===== src/rtl/nx_stream_fifo_pkg.sv =====
// nx_stream_fifo_pkg: shared helpers for the stream FIFO.
//   is_pow2      - true when the argument is a non-zero power of two
//   afull_legal  - true when an almost-full threshold fits the given depth
package nx_stream_fifo_pkg;

    function automatic bit is_pow2(input int unsigned value);
        return (value != 0) && ((value & (value - 1)) == 0);
    endfunction

    function automatic bit afull_legal(input int unsigned level, input int unsigned depth);
        return (level >= 1) && (level <= depth);
    endfunction

endpackage


===== src/rtl/nx_stream_fifo.sv =====
// nx_stream_fifo: first-word fall-through stream FIFO with valid/ready handshakes.
//   clk_i, rst_i          - clock and asynchronous active-high reset
//   flush_i               - synchronous discard of all stored entries
//   inbound_*             - producer side (data/valid in, ready out)
//   outbound_*            - consumer side (data/valid out, ready in)
//   level_o               - current occupancy
//   empty_o/full_o        - occupancy equals 0 / DEPTH
//   almost_full_o         - occupancy at or above AFULL_LEVEL
// Status outputs come only from the registered pointers, so there is no
// combinational path between the two handshake sides.
module nx_stream_fifo
    import nx_stream_fifo_pkg::*;
#(
    parameter int unsigned STREAM_WIDTH = 32,
    parameter int unsigned DEPTH        = 4,
    parameter int unsigned AFULL_LEVEL  = DEPTH - 1
) (
    input  logic                          clk_i,
    input  logic                          rst_i,
    input  logic                          flush_i,
    input  logic [STREAM_WIDTH-1:0]       inbound_data_i,
    input  logic                          inbound_valid_i,
    output logic                          inbound_ready_o,
    output logic [STREAM_WIDTH-1:0]       outbound_data_o,
    output logic                          outbound_valid_o,
    input  logic                          outbound_ready_i,
    output logic [$clog2(DEPTH+1)-1:0]    level_o,
    output logic                          empty_o,
    output logic                          full_o,
    output logic                          almost_full_o
);

    localparam int unsigned AW = $clog2(DEPTH);
    localparam int unsigned PW = AW + 1;
    localparam int unsigned LW = $clog2(DEPTH + 1);

    if (!is_pow2(DEPTH) || (DEPTH < 2)) begin : g_bad_depth
        $fatal(1, "nx_stream_fifo: DEPTH must be a power of two and at least 2");
    end
    if (!afull_legal(AFULL_LEVEL, DEPTH)) begin : g_bad_afull
        $fatal(1, "nx_stream_fifo: AFULL_LEVEL must lie in 1..DEPTH");
    end

    // Pointers carry one extra MSB as a wrap flag so full and empty differ.
    logic [PW-1:0]           wr_ptr_q, wr_ptr_d;
    logic [PW-1:0]           rd_ptr_q, rd_ptr_d;
    logic [PW-1:0]           occupancy;
    logic [STREAM_WIDTH-1:0] mem_q [DEPTH];
    logic                    push;
    logic                    pop;

    assign empty_o = (wr_ptr_q == rd_ptr_q);
    assign full_o  = (wr_ptr_q[AW-1:0] == rd_ptr_q[AW-1:0]) && (wr_ptr_q[AW] != rd_ptr_q[AW]);

    // Modulo-2*DEPTH difference gives the occupancy directly, including DEPTH.
    assign occupancy     = wr_ptr_q - rd_ptr_q;
    assign level_o       = LW'(occupancy);
    assign almost_full_o = (level_o >= LW'(AFULL_LEVEL));

    assign inbound_ready_o  = !full_o;
    assign outbound_valid_o = !empty_o;
    assign outbound_data_o  = mem_q[rd_ptr_q[AW-1:0]];

    assign push = inbound_valid_i && inbound_ready_o;
    assign pop  = outbound_valid_o && outbound_ready_i;

    always_comb begin
        wr_ptr_d = wr_ptr_q;
        rd_ptr_d = rd_ptr_q;
        if (flush_i) begin
            // Flush wins over any handshake in the same cycle.
            wr_ptr_d = '0;
            rd_ptr_d = '0;
        end else begin
            if (push) begin
                wr_ptr_d = wr_ptr_q + PW'(1);
            end
            if (pop) begin
                rd_ptr_d = rd_ptr_q + PW'(1);
            end
        end
    end

    always_ff @(posedge clk_i or posedge rst_i) begin
        if (rst_i) begin
            wr_ptr_q <= '0;
            rd_ptr_q <= '0;
        end else begin
            wr_ptr_q <= wr_ptr_d;
            rd_ptr_q <= rd_ptr_d;
        end
    end

    // Storage is deliberately not reset; the pointers alone define validity.
    always_ff @(posedge clk_i) begin
        if (push && !flush_i && !rst_i) begin
            mem_q[wr_ptr_q[AW-1:0]] <= inbound_data_i;
        end
    end

endmodule


===== config.mk =====
export PLATFORM = sky130hd
export DESIGN_NAME = nx_stream_fifo
export DESIGN_NICKNAME = d
export VERILOG_FILES = /design/src/rtl/nx_stream_fifo_pkg.sv /design/src/rtl/nx_stream_fifo.sv
export SDC_FILE = /design/constraint.sdc
export NUM_CORES = 1
export LEC_CHECK = 0
export CAP_MARGIN = 20
export CORE_ASPECT_RATIO = 1.4
export CORE_MARGIN = 3
export CORE_UTILIZATION = 40
export DETAILED_ROUTE_END_ITERATION = 16
export PLACE_DENSITY = 0.64
export SETUP_SLACK_MARGIN = 0.2
export SLEW_MARGIN = 20
export SYNTH_ARGS = -nofsm -noshare
export SYNTH_HDL_FRONTEND = slang
export SYNTH_SLANG_ARGS = --single-unit
export TNS_END_PERCENT = 100

===== constraint.sdc =====
create_clock -name clk_i -period 4.2 [get_ports clk_i]
set_input_delay 0.42 -clock clk_i [delete_from_list [all_inputs] [get_ports clk_i]]
set_output_delay 0.42 -clock clk_i [all_outputs]
set_load 0.02 [all_outputs]

==> run metrics, run 1 <==
CP max stage cell=mux4_2; initial antenna violation count=0; # H-tree levels=4; cells on worst reg2reg path=5; maxcap violations=0; unrepaired setup endpoints after global routing=no; final setup fails=0; Mapped Area=0.00519 mm²; Async S/R FF share, synth=4.48%; sequential fraction of the synthesis area=77.0%; predominant post-synthesis flop cell=edfxtp_1; share of cells above drive strength 1=21.1%; Commonest cells post-synth=128 x edfxtp_1, 32 x mux4_2, 9 x inv_1, 7 x ha_1; clk sinks=134; Layout Area Growth over Synthesis=29.4%; Final Max Slew Viols=0; Final period util=69.9%; setup ws final=1270 ps; core area=0.0125 mm²; final antenna-violating net count=0; Multi-input gate area=0.00111 mm²; DRT Pass-1 Iters=4; worst clock skew=8.26 ps; Horiz. Die Dim=102 µm; insertion delay to the later sink of the worst-skew pair=400 ps; detailed-route via count=2523; clock transition at the registers of the reported paths=60 ps; CP Max Fanout=36; met1 GRT Util=17.2%; top cells by area, synth=edfxtp_1 74%, mux4_2 14%, dfrtp_1 2.9%; fillcell total=996; CTS buffer count=17; gr ovfl total=0; endpoints failing hold=0; CTS tree=built; worst-path cell chain=buf_4 -> mux4_2 -> clkdlybuf4s50_1; syn nets=282; die height=141 µm; outcome=finished, final reports clean; reg2reg end=mem_q[3][18]; top cell family by delay on the critical path=buffers and inverters; routability cong.=0.726; largest net degree at the start of global routing=37; worst min path class=input port to async pin; busiest grt layer=met2; VDD IR max=507 µV; DR vias/cell=5.19; Mapped Cells=237; initial drt markers=132; measured slew at the worst slew-check pin=907 ps; Slew HR=39.6%; Buffers on Ports=76; CP arrival=2510 ps; Reg-to-Reg Start=wr_ptr_q[0]; DRC violations left=0; most numerous cell in the Yosys netlist=edfxtp_1; nets@finish=368; Clk Tree Root Cell=clkbuf_16; row cnt=48; critical path required time=3780 ps; register area=0.00400 mm²; Ys Warns=0; startpoint types=register; Detail Placement HPWL=5640 µm; Avg Inst Size Synth=21.9 µm²; post_cts resized=0; power per cell area=690 mW/mm²; crit path buf inv count=2; CP Class=register to output pin; Highest Clock Rate=0.341 GHz; met3 Use GR=5.05%; Place WS=1490 ps; area fraction of the dominant cell type after synthesis=74.1%; Final Critical Period=2930 ps; Seq cells post-synth=134; leakage power=2.19 nW; final wirelength=9310 µm; final hold slack=255 ps; average wire per cell in the routed design=19.2 µm; area leader, netlist=edfxtp_1; post-CTS setup buffers=0; met2 Use GR=23.2%; flop2flop setup slack=1580 ps; slowest cell delay on critical path=620 ps; DIE AREA=0.0144 mm²; hold_buf cts=0; first-pass GRT wire length=14800 µm; I/O pin count=77; crit end category=output pin; global-route usage over all layers=14.2%; vias in the first global route=2793; CTS Buffer Depth=2; Distinct cells, synth=27; final setup TNS=0 ps; Initial Utilization=41.5%; antenna diode count=0; Post-synth EDFFs=128
cells by family after synthesis:
group | share of synthesized area, %
adder cells (fa/ha/maj) | 2.07
AO/OA/AOI/OAI | 1.71
XOR/XNOR | 0.507
multiplexers | 13.9
flip-flops | 77.0
buffers and inverters | 1.74
AND/OR/NAND/NOR | 3.06
registers in the layout, indices dropped and copies added (netlist names):
name	cells
mem_q	128
rd_ptr_q	3
wr_ptr_q	3
layout by cell type, fill, tap and decap left out, drive strengths merged, types with 3 or more instances in the layout:
| cell | Yosys | routed |
|---|---|---|
| clkinvlp | 0 | 4 |
| nand3 | 4 | 4 |
| ha | 7 | 7 |
| bufinv | 0 | 4 |
| dfrtp | 6 | 6 |
| a21oi | 3 | 3 |
| clkbuf | 5 | 17 |
| nand4 | 6 | 6 |
| clkinv | 0 | 6 |
| clkdlybuf4s50 | 0 | 76 |
| edfxtp | 128 | 128 |
| and2 | 4 | 4 |
| nand2 | 5 | 5 |
| inv | 9 | 10 |
| mux4 | 32 | 32 |
| a31oi | 3 | 3 |
metal layers:
layer / part of all wire [%] / wire [µm]
met2: 55 / 5120
met4: 1.4 / 133
met3: 3.7 / 343
met1: 40 / 3720
met5: 0 / 0
area by class of cell:
cell class	instances	share of cell area, %
clock buffers	17	6.34
clock inverters	15	2.76
multi-input cells	83	16.5
repair buffers	78	11.6
well taps	150	2.80
inverters	9	0.503
flip-flops and latches	134	59.5
power by group:
group          switching [mW]  internal [mW]  total [mW]
Clock                   0.511          0.983        1.49
Combinational           0.806          0.751        1.56
Sequential             0.0306           1.55        1.58
worst max path at each step:
| stage | start | endpoint | slack [ps] | cells past startpoint |
|---|---|---|---|---|
| floorplan | rd_ptr_q[1] | mem_q[3][0] | 1680 | 6 |
| global placement | flush_i | mem_q[0][19] | 1530 | 4 |
| detailed placement | flush_i | mem_q[2][19] | 1490 | 4 |
| CTS | rd_ptr_q[0] | outbound_data_o[17] | 1180 | 3 |
| global route | rd_ptr_q[0] | outbound_data_o[27] | 1090 | 3 |
| finish | rd_ptr_q[0] | outbound_data_o[8] | 1270 | 3 |
per-stage QoR:
| stage | utilization [%] | instances | power, mW | instance area (µm²) |
|---|---|---|---|---|
| 3_3_place_gp | 48.8 | 454 | 3.18 | 6100 |
| 3_5_place_dp | 48.8 | 454 | 3.19 | 6100 |
| 2_1_floorplan | - | 237 | 2.56 | 5190 |
| 5_1_grt | 53.7 | 486 | 4.85 | 6710 |
| 6_report | 53.7 | 486 | 4.63 | 6710 |
| 4_1_cts | 53.7 | 486 | 4.69 | 6710 |
Power figures use the tool's default switching activity.
==> run 2: changes to the inputs <==
- PLACE_DENSITY: 0.64 -> 0.66
- clock period: 4.2 -> 2.4 ns (I/O delays scaled with it)
==> run 2 against run 1 <==
  * Combinational power increased by 68%
  * Non-clock buffer count increased by 14
  * Sequential power rose by 75%
  * Clock power up 63%
  * Register-to-register slack got worse by 1200 ps
  * Core utilization increased by 0.96 points
  * Worst setup slack got worse by 1000 ps
  * Largest power group unchanged
  * Highest routed layer unchanged
  * Count of clock-buffer cells in the layout is 2 higher
  * Critical path type unchanged
  * Die area stayed put
  * Flip-flop and latch count stayed put
==> run metrics, run 2 (same netlist as run 1, synthesis figures left out) <==
unrepaired setup endpoints after global routing=yes; outcome=finished, final reports clean; core area=0.0125 mm²; leakage power=2.34 nW; Pwr Total=7.82 mW; crit end category=output pin; initial antenna violation count=0; vias in the first global route=2800; CP Max Fanout=3; initial drt markers=125; final setup fails=0; Buffers on Ports=76; clk sinks=134; detailed-route via count=2614; Final Cell Area=0.00683 mm²; CP Class=register to output pin; antenna diode count=0; Layout Area Growth over Synthesis=31.7%; busiest grt layer=met2; CTS Buffer Depth=2; placed cells=465; # H-tree levels=4; largest net degree at the start of global routing=33; DRT Pass-1 Iters=4; met1 GRT Util=16.9%; final setup TNS=0 ps; I/O pin count=77; slowest cell delay on critical path=440 ps; Placed Area=0.00627 mm²; fillcell total=1026; Final period util=89.3%; routability cong.=0.808; clock transition at the registers of the reported paths=60 ps; Slew HR=78.6%; CTS tree=built; Final Critical Period=2140 ps; DIE AREA=0.0144 mm²; commonest non-fill, non-tap cell in the layout=edfxtp_1; DRC violations left=0; Final Max Slew Viols=0; Detail Placement HPWL=6070 µm; CP max stage cell=dfrtp_2; maxcap violations=0; worst-path cell chain=ha_1 -> inv_1 -> fa_2 -> a21o_2 -> buf_2; Clk Tree Root Cell=clkbuf_16; Initial Utilization=41.5%; Highest Clock Rate=0.467 GHz; most frequent cells in the layout=128 x edfxtp_1, 36 x clkdlybuf4s50_1, 35 x dlygate4sd2_1; CP startpoint=rd_ptr_q[0]; VDD IR max=1010 µV; measured slew at the worst slew-check pin=318 ps; Horiz. Die Dim=102 µm; first-pass GRT wire length=15300 µm; worst min path class=input port to async pin; final antenna-violating net count=0; Reg-to-Reg Start=wr_ptr_q[1]; critical path required time=2160 ps; nets@finish=382; met3 Use GR=4.80%; DR vias/cell=5.23; max FFs per register=128; average wire per cell in the routed design=19.0 µm; global-route usage over all layers=14.4%; CP arrival=1900 ps; power per cell area=1150 mW/mm²; fin cells=500; die height=141 µm; startpoint types=register; gr ovfl total=0; final wirelength=9480 µm; met2 Use GR=24.0%; CTS buffer count=17; endpoints failing hold=0; worst clock skew=8.06 ps; row cnt=48; share of cells above drive strength 1=26.3%; insertion delay to the later sink of the worst-skew pair=400 ps
-- run 2: area by class of cell --
type | count | area, µm² | share of cell area (%)
clock inverters | 13 | 130 | 1.90
multi-input cells | 83 | 1130 | 16.6
flip-flops and latches | 134 | 4000 | 58.5
clock buffers | 19 | 433 | 6.34
inverters | 9 | 33.8 | 0.495
well taps | 150 | 188 | 2.75
repair buffers | 92 | 918 | 13.4
-- run 2: power by group --
part | switching, mW | internal [mW]
sequential | 0.0607 | 2.70
combinational | 1.42 | 1.20
clock | 0.909 | 1.52
total | 2.39 | 5.43
-- run 2: routing by layer --
layer,routed length [µm],part of all wire (%),up-vias
met1,3580,38,1326
met3,467,4.9,16
li1,-,-,1195
met4,223,2.4,0
met2,5210,55,77
met5,0,0,-
-- run 2: path summary, 6_finish.rpt --
kind / slack, ps / depth (start not counted) / end
max: 260 / 5 / almost_full_o
min: 150 / 3 / wr_ptr_q[2]
max reg2reg: 370 / 5 / mem_q[3][22]
min reg2reg: 660 / 2 / wr_ptr_q[2]
max in group asynchronous: 2110 / 3 / rd_ptr_q[1]
min in group clk_i: 470 / 1 / mem_q[1][9]
-- run 2: worst max-delay path, delay by kind of cell, from the launching register on --
kind	cells	cell delay [ps]
buf+inv	2	210
compound gates	1	220
flops	1	440
fa+ha+maj	2	630
-- run 2: repair_timing --
item                                    CTS  global route
hold buffers                              0             0
setup buffers                             2             1
endpoints found under the setup margin   40            17
endpoints found under the hold margin     0             0
gates resized for setup                  51             3
-- run 2: stage by stage --
step / util (%) / setup WS (ps) / hold slack, ps
2_1_floorplan: - / 216 / 39.2
3_3_place_gp: 50.2 / 140 / 539
3_5_place_dp: 50.2 / 106 / 573
4_1_cts: 54.7 / 125 / 137
5_1_grt: 54.7 / 175 / 163
6_report: 54.7 / 257 / 151
